===== src/rtl/decode_stage.sv =====
// RV32I decode pipeline stage: combinational field/immediate decode feeding a
// single valid/ready output register with flush and a completed-output counter.
module decode_stage #(
   parameter int XLEN         = 32,
   parameter bit SIGN_EXT_IMM = 1'b1,
   parameter int CNT_W        = 32
) (
   input  logic             clk,
   input  logic             rst_n,
   input  logic             in_valid,
   output logic             in_ready,
   input  logic [31:0]      INST,
   input  logic [XLEN-1:0]  pc_in,
   input  logic             flush,
   output logic             out_valid,
   input  logic             out_ready,
   output logic [15:0]      opcode,
   output logic [4:0]       rd,
   output logic [4:0]       rs1,
   output logic [4:0]       rs2,
   output logic [XLEN-1:0]  imm,
   output logic [XLEN-1:0]  pc_out,
   output logic             illegal,
   output logic [CNT_W-1:0] decode_count
);

   localparam logic [6:0] OP_R      = 7'b0110011;
   localparam logic [6:0] OP_IMM    = 7'b0010011;
   localparam logic [6:0] OP_LOAD   = 7'b0000011;
   localparam logic [6:0] OP_STORE  = 7'b0100011;
   localparam logic [6:0] OP_BRANCH = 7'b1100011;
   localparam logic [6:0] OP_LUI    = 7'b0110111;
   localparam logic [6:0] OP_AUIPC  = 7'b0010111;
   localparam logic [6:0] OP_JAL    = 7'b1101111;
   localparam logic [6:0] OP_JALR   = 7'b1100111;

   logic [6:0]      op;
   logic [2:0]      f3;
   logic [6:0]      f7;
   logic [XLEN-1:0] ext;
   logic [15:0]     d_opcode;
   logic [4:0]      d_rd, d_rs1, d_rs2;
   logic [XLEN-1:0] d_imm;
   logic            d_illegal;
   logic            capture;

   assign op = INST[6:0];
   assign f3 = INST[14:12];
   assign f7 = INST[31:25];

   // Every RV32I immediate has its sign at INST[31]; the low bits are overlaid on ext.
   assign ext = SIGN_EXT_IMM ? {XLEN{INST[31]}} : '0;

   // NOTE: every output of this block gets a default first so no path leaves a latch.
   always_comb begin
      d_opcode  = '0;
      d_rd      = '0;
      d_rs1     = '0;
      d_rs2     = '0;
      d_imm     = '0;
      d_illegal = 1'b0;
      case (op)
         OP_R: begin
            d_opcode  = {f7[5:0], f3, op};
            d_rd      = INST[11:7];
            d_rs1     = INST[19:15];
            d_rs2     = INST[24:20];
            d_illegal = !(f7 == 7'b0000000 || f7 == 7'b0100000) ||
                        (f7 == 7'b0100000 && !(f3 == 3'b000 || f3 == 3'b101));
         end
         OP_IMM: begin
            d_opcode    = {(f3 == 3'b001 || f3 == 3'b101) ? f7[5:0] : 6'b0, f3, op};
            d_rd        = INST[11:7];
            d_rs1       = INST[19:15];
            d_imm       = ext;
            d_imm[11:0] = INST[31:20];
            d_illegal   = (f3 == 3'b001 && f7 != 7'b0000000) ||
                          (f3 == 3'b101 && !(f7 == 7'b0000000 || f7 == 7'b0100000));
         end
         OP_LOAD: begin
            d_opcode    = {6'b0, f3, op};
            d_rd        = INST[11:7];
            d_rs1       = INST[19:15];
            d_imm       = ext;
            d_imm[11:0] = INST[31:20];
            d_illegal   = (f3 == 3'b011 || f3 == 3'b110 || f3 == 3'b111);
         end
         OP_STORE: begin
            d_opcode    = {6'b0, f3, op};
            d_rs1       = INST[19:15];
            d_rs2       = INST[24:20];
            d_imm       = ext;
            d_imm[11:0] = {INST[31:25], INST[11:7]};
            d_illegal   = (f3 >= 3'b011);
         end
         OP_BRANCH: begin
            d_opcode    = {6'b0, f3, op};
            d_rs1       = INST[19:15];
            d_rs2       = INST[24:20];
            d_imm       = ext;
            d_imm[12:0] = {INST[31], INST[7], INST[30:25], INST[11:8], 1'b0};
            d_illegal   = (f3 == 3'b010 || f3 == 3'b011);
         end
         OP_LUI, OP_AUIPC: begin
            d_opcode    = {9'b0, op};
            d_rd        = INST[11:7];
            d_imm       = ext;
            d_imm[31:0] = {INST[31:12], 12'b0};
         end
         OP_JAL: begin
            d_opcode    = {9'b0, op};
            d_rd        = INST[11:7];
            d_imm       = ext;
            d_imm[20:0] = {INST[31], INST[19:12], INST[20], INST[30:21], 1'b0};
         end
         OP_JALR: begin
            d_opcode    = {9'b0, op};
            d_rd        = INST[11:7];
            d_rs1       = INST[19:15];
            d_imm       = ext;
            d_imm[11:0] = INST[31:20];
            d_illegal   = (f3 != 3'b000);
         end
         default: d_illegal = 1'b1;
      endcase
   end

   assign in_ready = !out_valid || out_ready;
   assign capture  = in_valid && in_ready && !flush;

   // NOTE: state registers use non-blocking assignments so all of them update together.
   always_ff @(posedge clk or negedge rst_n) begin
      if (!rst_n) begin
         out_valid    <= 1'b0;
         opcode       <= '0;
         rd           <= '0;
         rs1          <= '0;
         rs2          <= '0;
         imm          <= '0;
         pc_out       <= '0;
         illegal      <= 1'b0;
         decode_count <= '0;
      end else begin
         if (flush)          out_valid <= 1'b0;
         else if (capture)   out_valid <= 1'b1;
         else if (out_ready) out_valid <= 1'b0;

         if (capture) begin
            opcode  <= d_opcode;
            rd      <= d_rd;
            rs1     <= d_rs1;
            rs2     <= d_rs2;
            imm     <= d_imm;
            pc_out  <= pc_in;
            illegal <= d_illegal;
         end

         // Counts completed output handshakes, including one that lands in a flush cycle.
         if (out_valid && out_ready) decode_count <= decode_count + CNT_W'(1);
      end
   end

endmodule


===== config.mk =====
export PLATFORM = sky130hd
export DESIGN_NAME = decode_stage
export DESIGN_NICKNAME = d
export VERILOG_FILES = /design/src/rtl/decode_stage.sv
export SDC_FILE = /design/constraint.sdc
export NUM_CORES = 1
export LEC_CHECK = 0
export CORE_MARGIN = 5
export CORE_UTILIZATION = 48
export DETAILED_ROUTE_END_ITERATION = 8
export MAX_ROUTING_LAYER = met4
export PLACE_DENSITY = 0.84
export SLEW_MARGIN = 20
export SYNTH_ARGS = -nofsm -noshare
export SYNTH_HDL_FRONTEND = slang
export SYNTH_SLANG_ARGS = --single-unit

===== constraint.sdc =====
create_clock -name clk -period 3.6 [get_ports clk]
set_input_delay 0.54 -clock clk [delete_from_list [all_inputs] [get_ports clk]]
set_output_delay 0.54 -clock clk [all_outputs]
set_load 0.05 [all_outputs]

==> summary.md, run 1 <==
| Metric | Value |
|---|---|
| Vias in the first global route | `4948` |
| Sequential cell area | `3230 µm²` |
| Root Driver | `clkbuf_16` |
| VDD IR max | `0.343 mV` |
| Die area | `13700 µm²` |
| PortBufs | `198` |
| R2R Setup Slk | `1.61 ns` |
| Setup_tns | `0 ns` |
| Least-Margin Pin Slew | `0.867 ns` |
| Asr flop ratio synth | `100%` |
| Syn_nets | `594` |
| Layout cell share with drive strength beyond 1 | `6.68%` |
| CTS HTree Levels | `4` |
| Slew margin rel. | `42.2%` |
| Post-route minimum period | `2.63 ns` |
| Distinct cells, synth | `50` |
| Min-delay worst type | `in2async` |
| CTS resizes | `0` |
| Placed Area | `7580 µm²` |
| Final GP Congestion | `0.946` |
| Yosys warns | `0` |
| M1 GR Usage | `30.1%` |
| Layout Skew | `0.0143 ns` |
| WL final | `15800 µm` |
| Reg2Reg Launch Point | `out_valid$_DFFE_PN0P_` |
| Ant diodes | `0` |
| CP Launch Type | `input pin` |
| DRC | `0` |
| Via-to-Cell Ratio | `5.44` |
| DR iter-0 viols | `338` |
| F_max | `0.380 GHz` |
| Nets | `791` |
| CTS tree | `done` |
| Postcts setup bufs | `0` |
| Met2 GRT Util | `39.8%` |
| P&R area growth vs syn | `49.4%` |
| Gr busiest metal | `met2` |
| Avg WL per Cell | `18.0 µm` |
| Max cap viols | `0` |
| Yosys reg bits | `129` |
| Setup Viol. Count Final | `0` |
| Post-route clock period utilization | `73.1%` |
| Netlist Area Pre-Place | `5480 µm²` |
| Grt total ovfl | `0` |
| Slew Limit Fails | `0` |
| Initial antenna violation count | `0` |
| Clock transition at path regs | `0.06 ns` |
| Reg2Reg Depth | `6` |
| Avg Cell Area, Syn | `10.5 µm²` |
| Die Y | `117 µm` |
| Status | `complete, no violations` |
| Total Routing Usage GR | `24.5%` |
| Cells after Synth | `524` |
| Worst skew pair latency | `0.41 ns` |
| Post-DP HPWL | `11600 µm` |
| Final hold violation count | `0` |
| Num CTS Buffers | `17` |
| Io pins | `199` |
| RSZ-0062 raised after global routing | `false` |
| GR Util met3 | `6.53%` |
| Commonest non-fill, non-tap cell in the layout | `clkdlybuf4s50_1` |
| Critical Path RT | `3.06 ns` |
| Area taken by multi-input logic gates | `2100 µm²` |
| Cts hold-fix bufs | `0` |
| Leakage | `3.71 nW` |
| Clock Path Buffers | `2` |
| Most used DFF post-synth | `dfrtp_1` |
| CP Capture Type | `primary output` |
| Most frequent cells in the layout | `clkdlybuf4s50_1 (197), nand2_1 (137), dfrtp_1 (129)` |
| Crit-path max FO | `3` |
| Vias | `4763` |
| CTS Sinks | `129` |
| Largest net degree at the start of global routing | `95` |
| Core Region | `11300 µm²` |
| Worst R2R End | `imm[16]$_DFFE_PN0P_` |
| Pwr dens | `538 nW/µm²` |
| Filler cell count | `802` |
| Setup CP Type | `in2out` |
| Initial core utilization | `48.4%` |
| Drt pass-1 iters | `4` |
| Die width | `117 µm` |
| Core Rows | `39` |
| Antenna-violating nets left | `0` |
| Data arrival time of the critical path | `2.09 ns` |
| First-pass GRT wire length | `25100 µm` |
| Post-synthesis sequential area ratio | `58.9%` |
| Post-synth EDFFs | `0` |
| Design Area, Final | `8190 µm²` |
-- cells by family (layout without fill, tap and decap cells) --
logic type,count (synthesis),in the layout,share of synthesized area (%)
simple gates,233,233,19.9
flops,129,129,58.9
compound gates,88,88,12.3
buf+inv,37,246,2.83
xor+xnor,33,33,5.27
mux,3,3,0.571
fa+ha+maj,1,1,0.228
-- worst max-delay path by stage --
| stage | startpoint | end | slack, ns |
|---|---|---|---|
| 4_1_cts | out_ready | in_ready | 0.97 |
| 3_3_place_gp | INST[6] | imm[16]$_DFFE_PN0P_ | 0.80 |
| 5_1_grt | INST[6] | imm[18]$_DFFE_PN0P_ | 0.85 |
| 3_5_place_dp | INST[6] | imm[18]$_DFFE_PN0P_ | 0.68 |
| 6_report | out_ready | in_ready | 0.97 |
| 2_1_floorplan | out_valid$_DFFE_PN0P_ | rs1[0]$_DFFE_PN0P_ | 1.41 |
-- critical path: stages --
cell	delay, ns
clkdlybuf4s50_1	0.44
nor2b_1	0.30
inv_1	0.10
clkdlybuf4s50_1	0.71
-- power by group --
group	switching, W	internal [W]
Clock	0.000603	0.00115
Combinational	0.000656	0.000343
Sequential	0.0000852	0.00157
-- layout make-up --
class | instances | share of cell area (%)
repair buffers | 203 | 24.8
inverters | 12 | 0.550
well taps | 143 | 2.19
flip-flops and latches | 129 | 39.4
clock buffers | 20 | 5.33
clock inverters | 11 | 2.00
multi-input cells | 358 | 25.7
-- metal layers --
layer / up-vias / share of wire, %
met5: - / 0
met4: 0 / 1.8
met3: 23 / 7.9
met2: 207 / 50
met1: 2328 / 41
li1: 2205 / -
-- through the flow --
stage          setup slack (ns)  std cells  utilization (%)  total power, W  hold slack [ns]
6_report                  0.969        876             72.3         0.00440            0.232
5_1_grt                   0.847        876             72.3         0.00458            0.299
4_1_cts                   0.971        876             72.3         0.00444            0.262
3_5_place_dp              0.684        845             67.0         0.00268            0.461
3_3_place_gp              0.801        845             67.0         0.00265            0.456
2_1_floorplan              1.41        524                -         0.00225            0.244
-- registers in the layout, indices dropped and copies added, names as in the netlist --
signal,count
out_valid,1
opcode,16
rs2,5
illegal,1
decode_count,32
rs1,5
pc_out,32
imm,32
rd,5
-- cells in the mapped netlist (2+ instances only) --
| cell type | instances | area (µm²) |
|---|---|---|
| a21o_1 | 2 | 15.0 |
| a21oi_1 | 2 | 10.0 |
| a21oi_2 | 3 | 26.3 |
| a221oi_1 | 4 | 35.0 |
| a22o_1 | 39 | 342 |
| a31oi_1 | 12 | 75.1 |
| a32o_1 | 2 | 20.0 |
| and3_1 | 6 | 37.5 |
| and4_1 | 2 | 17.5 |
| buf_2 | 13 | 65.1 |
| clkbuf_1 | 12 | 45.0 |
| dfrtp_1 | 129 | 3230 |
| inv_1 | 12 | 45.0 |
| mux2i_1 | 2 | 20.0 |
| nand2_1 | 137 | 514 |
| nand3_1 | 15 | 75.1 |
| nand3b_1 | 4 | 30.0 |
| nand4_1 | 3 | 18.8 |
| nand4_2 | 2 | 25.0 |
| nor2_1 | 37 | 139 |
| nor2b_1 | 3 | 18.8 |
| nor3_1 | 5 | 25.0 |
| nor3_2 | 2 | 20.0 |
| nor4_1 | 2 | 12.5 |
| nor4_4 | 2 | 42.5 |
| o21ai_0 | 13 | 65.1 |
| o22ai_1 | 3 | 18.8 |
| o31ai_1 | 3 | 22.5 |
| xnor2_1 | 25 | 219 |
| xor2_1 | 8 | 70.1 |
Power figures use the tool's default switching activity.
==> run 2, diff against run 1 <==
- CORE_UTILIZATION: 48 -> 40
- PLACE_DENSITY: 0.84 -> 0.75
- clock period: 3.6 -> 2.3 ns (I/O delays scaled with it)
==> run 2 against run 1 <==
Net effect:
- utilization down 9.2 points
- critical path depth is 2 higher
- power increased by 54%
- clock skew is 0.0081 ns lower
- combinational power is 58% higher
- clock-buffer cell count decreased by 1
- global-route usage decreased by 3.6 points
- sequential power increased by 57%
- final cell count is 6.3% higher
- flip-flop and latch count unchanged
- largest power group unchanged
==> summary.md, run 2 (synthesis gave the netlist of run 1 again) <==
| Metric | Value |
|---|---|
| Max cap viols | `0` |
| R2R Setup Slk | `0.36 ns` |
| RSZ-0062 raised after global routing | `false` |
| Reg2Reg Depth | `6` |
| Nets | `811` |
| F_max | `0.477 GHz` |
| DR WL met3 | `1260 µm` |
| Status | `complete, no violations` |
| Grt total ovfl | `0` |
| Post-route minimum period | `2.09 ns` |
| Post-route non-filler standard cell count | `931` |
| Total Routing Usage GR | `20.9%` |
| Slew margin rel. | `48.7%` |
| Slew Limit Fails | `0` |
| Cell breakdown of the critical path | `clkdlybuf4s50_1, nand4b_1, a2bb2o_1, nor2_1, nor2_1, a22o_1` |
| Reg2Reg Launch Point | `out_valid$_DFFE_PN0P_` |
| Filler cell count | `1068` |
| Largest net degree at the start of global routing | `58` |
| CP bufs+invs | `1` |
| Die width | `127 µm` |
| Initial antenna violation count | `1` |
| CP Capture Type | `flop` |
| Worst R2R End | `imm[19]$_DFFE_PN0P_` |
| Via-to-Cell Ratio | `5.14` |
| WL final | `16100 µm` |
| CTS resizes | `0` |
| Vias in the first global route | `4908` |
| Clock Path Buffers | `2` |
| WL met2 | `7900 µm` |
| CTS Sinks | `129` |
| CP dominant cell by count | `nor2_1` |
| Pre-CTS setup slack | `-0.117 ns` |
| Avg WL per Cell | `17.3 µm` |
| Commonest non-fill, non-tap cell in the layout | `clkdlybuf4s50_1` |
| Drt pass-1 iters | `5` |
| Cts hold-fix bufs | `1` |
| Data arrival time of the critical path | `2.44 ns` |
| Most frequent cells in the layout | `clkdlybuf4s50_1 (196), nand2_1 (137), dfrtp_1 (129)` |
| Layout cell share with drive strength beyond 1 | `9.68%` |
| Top Layer Used | `met4` |
| Clock transition at path regs | `0.06 ns` |
| Setup_tns | `0 ns` |
| Leakage | `3.82 nW` |
| Initial core utilization | `41.1%` |
| Layout Skew | `0.00622 ns` |
| PortBufs | `198` |
| DR iter-0 viols | `347` |
| Critical Path RT | `2.65 ns` |
| P&R area growth vs syn | `53.6%` |
| CP Launch Type | `input pin` |
| Core Rows | `42` |
| Family with the most delay on the worst path | `simple AND/OR/NAND/NOR gates` |
| VDD IR max | `0.472 mV` |
| Least-Margin Pin Slew | `0.767 ns` |
| First-pass GRT wire length | `26000 µm` |
| Worst skew pair latency | `0.42 ns` |
| Root Driver | `clkbuf_16` |
| Setup Viol. Count Final | `0` |
| Final Core Density | `63.1%` |
| CTS tree | `done` |
| Min-delay worst type | `in2async` |
| CTS HTree Levels | `4` |
| Die Y | `127 µm` |
| Num CTS Buffers | `17` |
| Fin worst setup slack | `0.205 ns` |
| Io pins | `199` |
| Largest registers | `decode_count x32, imm x32, pc_out x32` |
| DRT met1 WL | `6620 µm` |
| Placed cell count | `897` |
| Post-DP HPWL | `12000 µm` |
| DRC | `0` |
| Final GP Congestion | `0.924` |
| Die area | `16100 µm²` |
| Pwr dens | `808 nW/µm²` |
| Setup CP Type | `in2reg` |
| Slowest cell on crit path | `clkdlybuf4s50_1` |
| Post-route clock period utilization | `91.1%` |
| Vias | `4781` |
| Slowest stage delay, CP | `0.66 ns` |
| Final hold violation count | `0` |
| Antenna-violating nets left | `0` |
| Crit-path max FO | `11` |
| Core Region | `13300 µm²` |
| Postcts setup bufs | `0` |
[run 2: power by group]
group	switching, W	internal [W]
combinational	0.00102	0.000563
clock	0.000991	0.00165
sequential	0.000133	0.00245
total	0.00214	0.00466
[run 2: worst max-delay path by stage]
| stage | start | to | slack, ns | cells past startpoint |
|---|---|---|---|---|
| after CTS | decode_count[21]$_DFFE_PN0P_ | decode_count[21] | 0.22 | 1 |
| after floorplan | out_valid$_DFFE_PN0P_ | rs1[0]$_DFFE_PN0P_ | 0.11 | 6 |
| after detailed placement | INST[5] | imm[31]$_DFFE_PN0P_ | -0.12 | 6 |
| after global placement | INST[5] | imm[18]$_DFFE_PN0P_ | 0.007 | 6 |
| final | INST[5] | imm[19]$_DFFE_PN0P_ | 0.21 | 6 |
| after global routing | INST[5] | imm[31]$_DFFE_PN0P_ | 0.1 | 6 |
[run 2: layout make-up]
class	instances	area [µm²]	area share [%]
sequential	129	3230	38.3
timing repair buffer	223	2230	26.5
multi-input combinational	358	2100	25.0
clock buffer	19	453	5.38
tap	176	220	2.62
clock inverter	13	136	1.62
inverter	12	45.0	0.535
antenna	1	2.50	0.0297
[run 2: metal layers]
layer	GRT usage [%]	vias to the layer above
met3	5.80	20
met5	-	-
met1	25.7	2301
li1	-	2247
met4	8.20	0
met2	32.9	213
[run 2: per-stage QoR]
stage / hold slack (ns) / cell area [µm²] / power, W
global route: 0.451 / 8420 / 0.00707
CTS: 0.442 / 8420 / 0.00687
floorplan: 0.0494 / 5480 / 0.00352
global placement: 0.331 / 7820 / 0.00418
detailed placement: 0.336 / 7820 / 0.00422
finish: 0.437 / 8420 / 0.00680
[run 2: worst reg2reg max path, stage by stage (launching register included)]
cell and delay, ns:
dfrtp_1 0.38, nor2b_1 0.19, inv_1 0.09, nand3b_1 0.13, buf_12 0.21, nor2_1 0.64
a22o_1 0.24
==> run 3, diff against run 2 <==
- CORE_ASPECT_RATIO: not set -> 1.4
- SKIP_LAST_GASP: not set -> 1
==> run 3 against run 2 <==
Net effect:
- via count increased by 2.2%
- die area rose by 0.21%
- non-clock buffer count up 9
- critical path depth shrank 5
- combinational power hardly changed
- maximum frequency is 2.2% higher
- global-route usage grew 1.5 points
==> summary.md, run 3 (synthesis gave the netlist of run 1 again) <==
| Metric | Value |
|---|---|
| CP Capture Type | `primary output` |
| Crit-path max FO | `5` |
| Sequential cell area | `3230 µm²` |
| CTS HTree Levels | `4` |
| Leakage | `3.83 nW` |
| Placed cell count | `912` |
| Slew margin rel. | `53.5%` |
| Min-delay worst type | `in2async` |
| Core Rows | `50` |
| P&R area growth vs syn | `53.9%` |
| Status | `complete, no violations` |
| Reg2Reg Launch Point | `out_valid$_DFFE_PN0P_` |
| Setup Viol. Count Final | `0` |
| DRC | `0` |
| Critical Path RT | `1.96 ns` |
| Grt total ovfl | `0` |
| Clock transition at path regs | `0.06 ns` |
| Max cap viols | `0` |
| CP bufs+invs | `1` |
| Switching pwr | `0.00217 W` |
| CTS tree | `done` |
| Core Region | `13400 µm²` |
| Drt pass-1 iters | `4` |
| Antenna-violating nets left | `0` |
| Vias | `4884` |
| CP Launch Type | `flop` |
| Layout cell share with drive strength beyond 1 | `10.5%` |
| Initial antenna violation count | `0` |
| Post-route minimum period | `2.05 ns` |
| Final hold violation count | `0` |
| VDD IR max | `0.435 mV` |
| Family with the most delay on the worst path | `buffers and inverters` |
| Root Driver | `clkbuf_16` |
| Num CTS Buffers | `17` |
| Data arrival time of the critical path | `1.70 ns` |
| Clock Path Buffers | `2` |
| Via-to-Cell Ratio | `5.17` |
| Slowest cell on crit path | `clkdlybuf4s50_1` |
| Comb pwr share | `24.0%` |
| Final GP Congestion | `1.01` |
| Hold_ws | `0.377 ns` |
| RSZ-0062 raised after global routing | `false` |
| Vias in the first global route | `5237` |
| PortBufs | `198` |
| CTS Sinks | `129` |
| Initial core utilization | `40.9%` |
| Area taken by multi-input logic gates | `2100 µm²` |
| Pwr dens | `795 nW/µm²` |
| Post-route clock period utilization | `89.1%` |
| Slowest stage delay, CP | `0.86 ns` |
| Int Power | `0.00453 W` |
| Worst skew pair latency | `0.40 ns` |
| WL final | `17200 µm` |
| Layout Skew | `0.00596 ns` |
| Placed Area | `7870 µm²` |
| Ant diodes | `0` |
| Commonest non-fill, non-tap cell in the layout | `clkdlybuf4s50_1` |
| Avg WL per Cell | `18.2 µm` |
| Postcts setup bufs | `0` |
| F_max | `0.488 GHz` |
| Filler cell count | `1107` |
| Post-DP HPWL | `13100 µm` |
| Sw Ratio | `32.4%` |
| Most frequent cells in the layout | `clkdlybuf4s50_1 (196), nand2_1 (137), dfrtp_1 (129)` |
| Nets | `820` |
| First-pass GRT wire length | `27200 µm` |
| Cell breakdown of the critical path | `clkdlybuf4s50_1` |
| Slew Limit Fails | `0` |
| Die width | `109 µm` |
| Setup CP Type | `reg2out` |
| R2R Setup Slk | `0.35 ns` |
| DR iter-0 viols | `249` |
| Largest net degree at the start of global routing | `78` |
| Worst R2R End | `rs1[4]$_DFFE_PN0P_` |
| Reg power frac | `38.7%` |
| Post-route non-filler standard cell count | `944` |
| Io pins | `199` |
| Reg2Reg Depth | `6` |
| Die area | `16200 µm²` |
| Least-Margin Pin Slew | `0.694 ns` |
| Largest registers | `decode_count x32, imm x32, pc_out x32` |
| Total Routing Usage GR | `22.4%` |
| Clock power frac | `37.4%` |
| Die Y | `148 µm` |
| Design Area, Final | `8430 µm²` |
-- run 3: cell count changes in the layout (fill, tap and decap cells not counted) --
cell | before | now
buf_12 | 5 | 3
clkinv_4 | 2 | 3
bufinv_16 | 2 | 1
clkbuf_8 | 2 | 1
clkinv_2 | 4 | 2
clkbuf_1 | 0 | 1
diode_2 | 1 | 0
clkinvlp_4 | 4 | 5
buf_4 | 21 | 32
-- run 3: routing by layer --
layer | vias to the layer above | wire length (µm) | track usage, %
met3 | 35 | 1320 | 6.60
met5 | - | 0 | -
met4 | 0 | 390 | 7.83
met2 | 229 | 8850 | 37.0
li1 | 2252 | - | -
met1 | 2368 | 6600 | 25.7
-- run 3: worst max-delay path by stage --
stage                                       startpoint             endpoint  cells after the start
after floorplan                  out_valid$_DFFE_PN0P_   rs1[0]$_DFFE_PN0P_                      6
after global placement                       out_ready   rs1[0]$_DFFE_PN0P_                      7
after detailed placement                       INST[5]  imm[31]$_DFFE_PN0P_                      6
after CTS                 decode_count[17]$_DFFE_PN0P_     decode_count[17]                      1
after global routing      decode_count[17]$_DFFE_PN0P_     decode_count[17]                      1
final                      decode_count[3]$_DFFE_PN0P_      decode_count[3]                      1
-- run 3: timing repair --
| item | in CTS | in global routing |
|---|---|---|
| hold buffers | 1 | 0 |
| resized for setup | 0 | 0 |
| hold endpoints to repair | 19 | 0 |
-- run 3: layout make-up --
type | count | share of cell area [%]
Sequential cell | 129 | 38.3
Timing Repair Buffer | 232 | 26.9
Multi-Input combinational cell | 358 | 24.9
Clock buffer | 19 | 5.25
Tap cell | 182 | 2.70
Clock inverter | 12 | 1.34
Inverter | 12 | 0.534
-- run 3: stage by stage --
stage          total power (W)  setup WS, ns  utilization [%]  TNS (ns)
6_report               0.00670         0.251             63.0         0
5_1_grt                0.00697         0.165             63.0         0
4_1_cts                0.00677         0.218             63.0         0
3_5_place_dp           0.00424       -0.0631             58.8    -0.826
3_3_place_gp           0.00420        0.0133             58.8         0
2_1_floorplan          0.00352         0.112                -         0
-- run 3: power by group through the flow --
stage | combinational, W | sequential (W) | clock [W]
final | 0.00161 | 0.00259 | 0.00251
after CTS | 0.00162 | 0.00259 | 0.00256
after global routing | 0.00169 | 0.00262 | 0.00267
after detailed placement | 0.00161 | 0.00263 | 0
after global placement | 0.00158 | 0.00262 | 0
after floorplan | 0.000272 | 0.00325 | 0
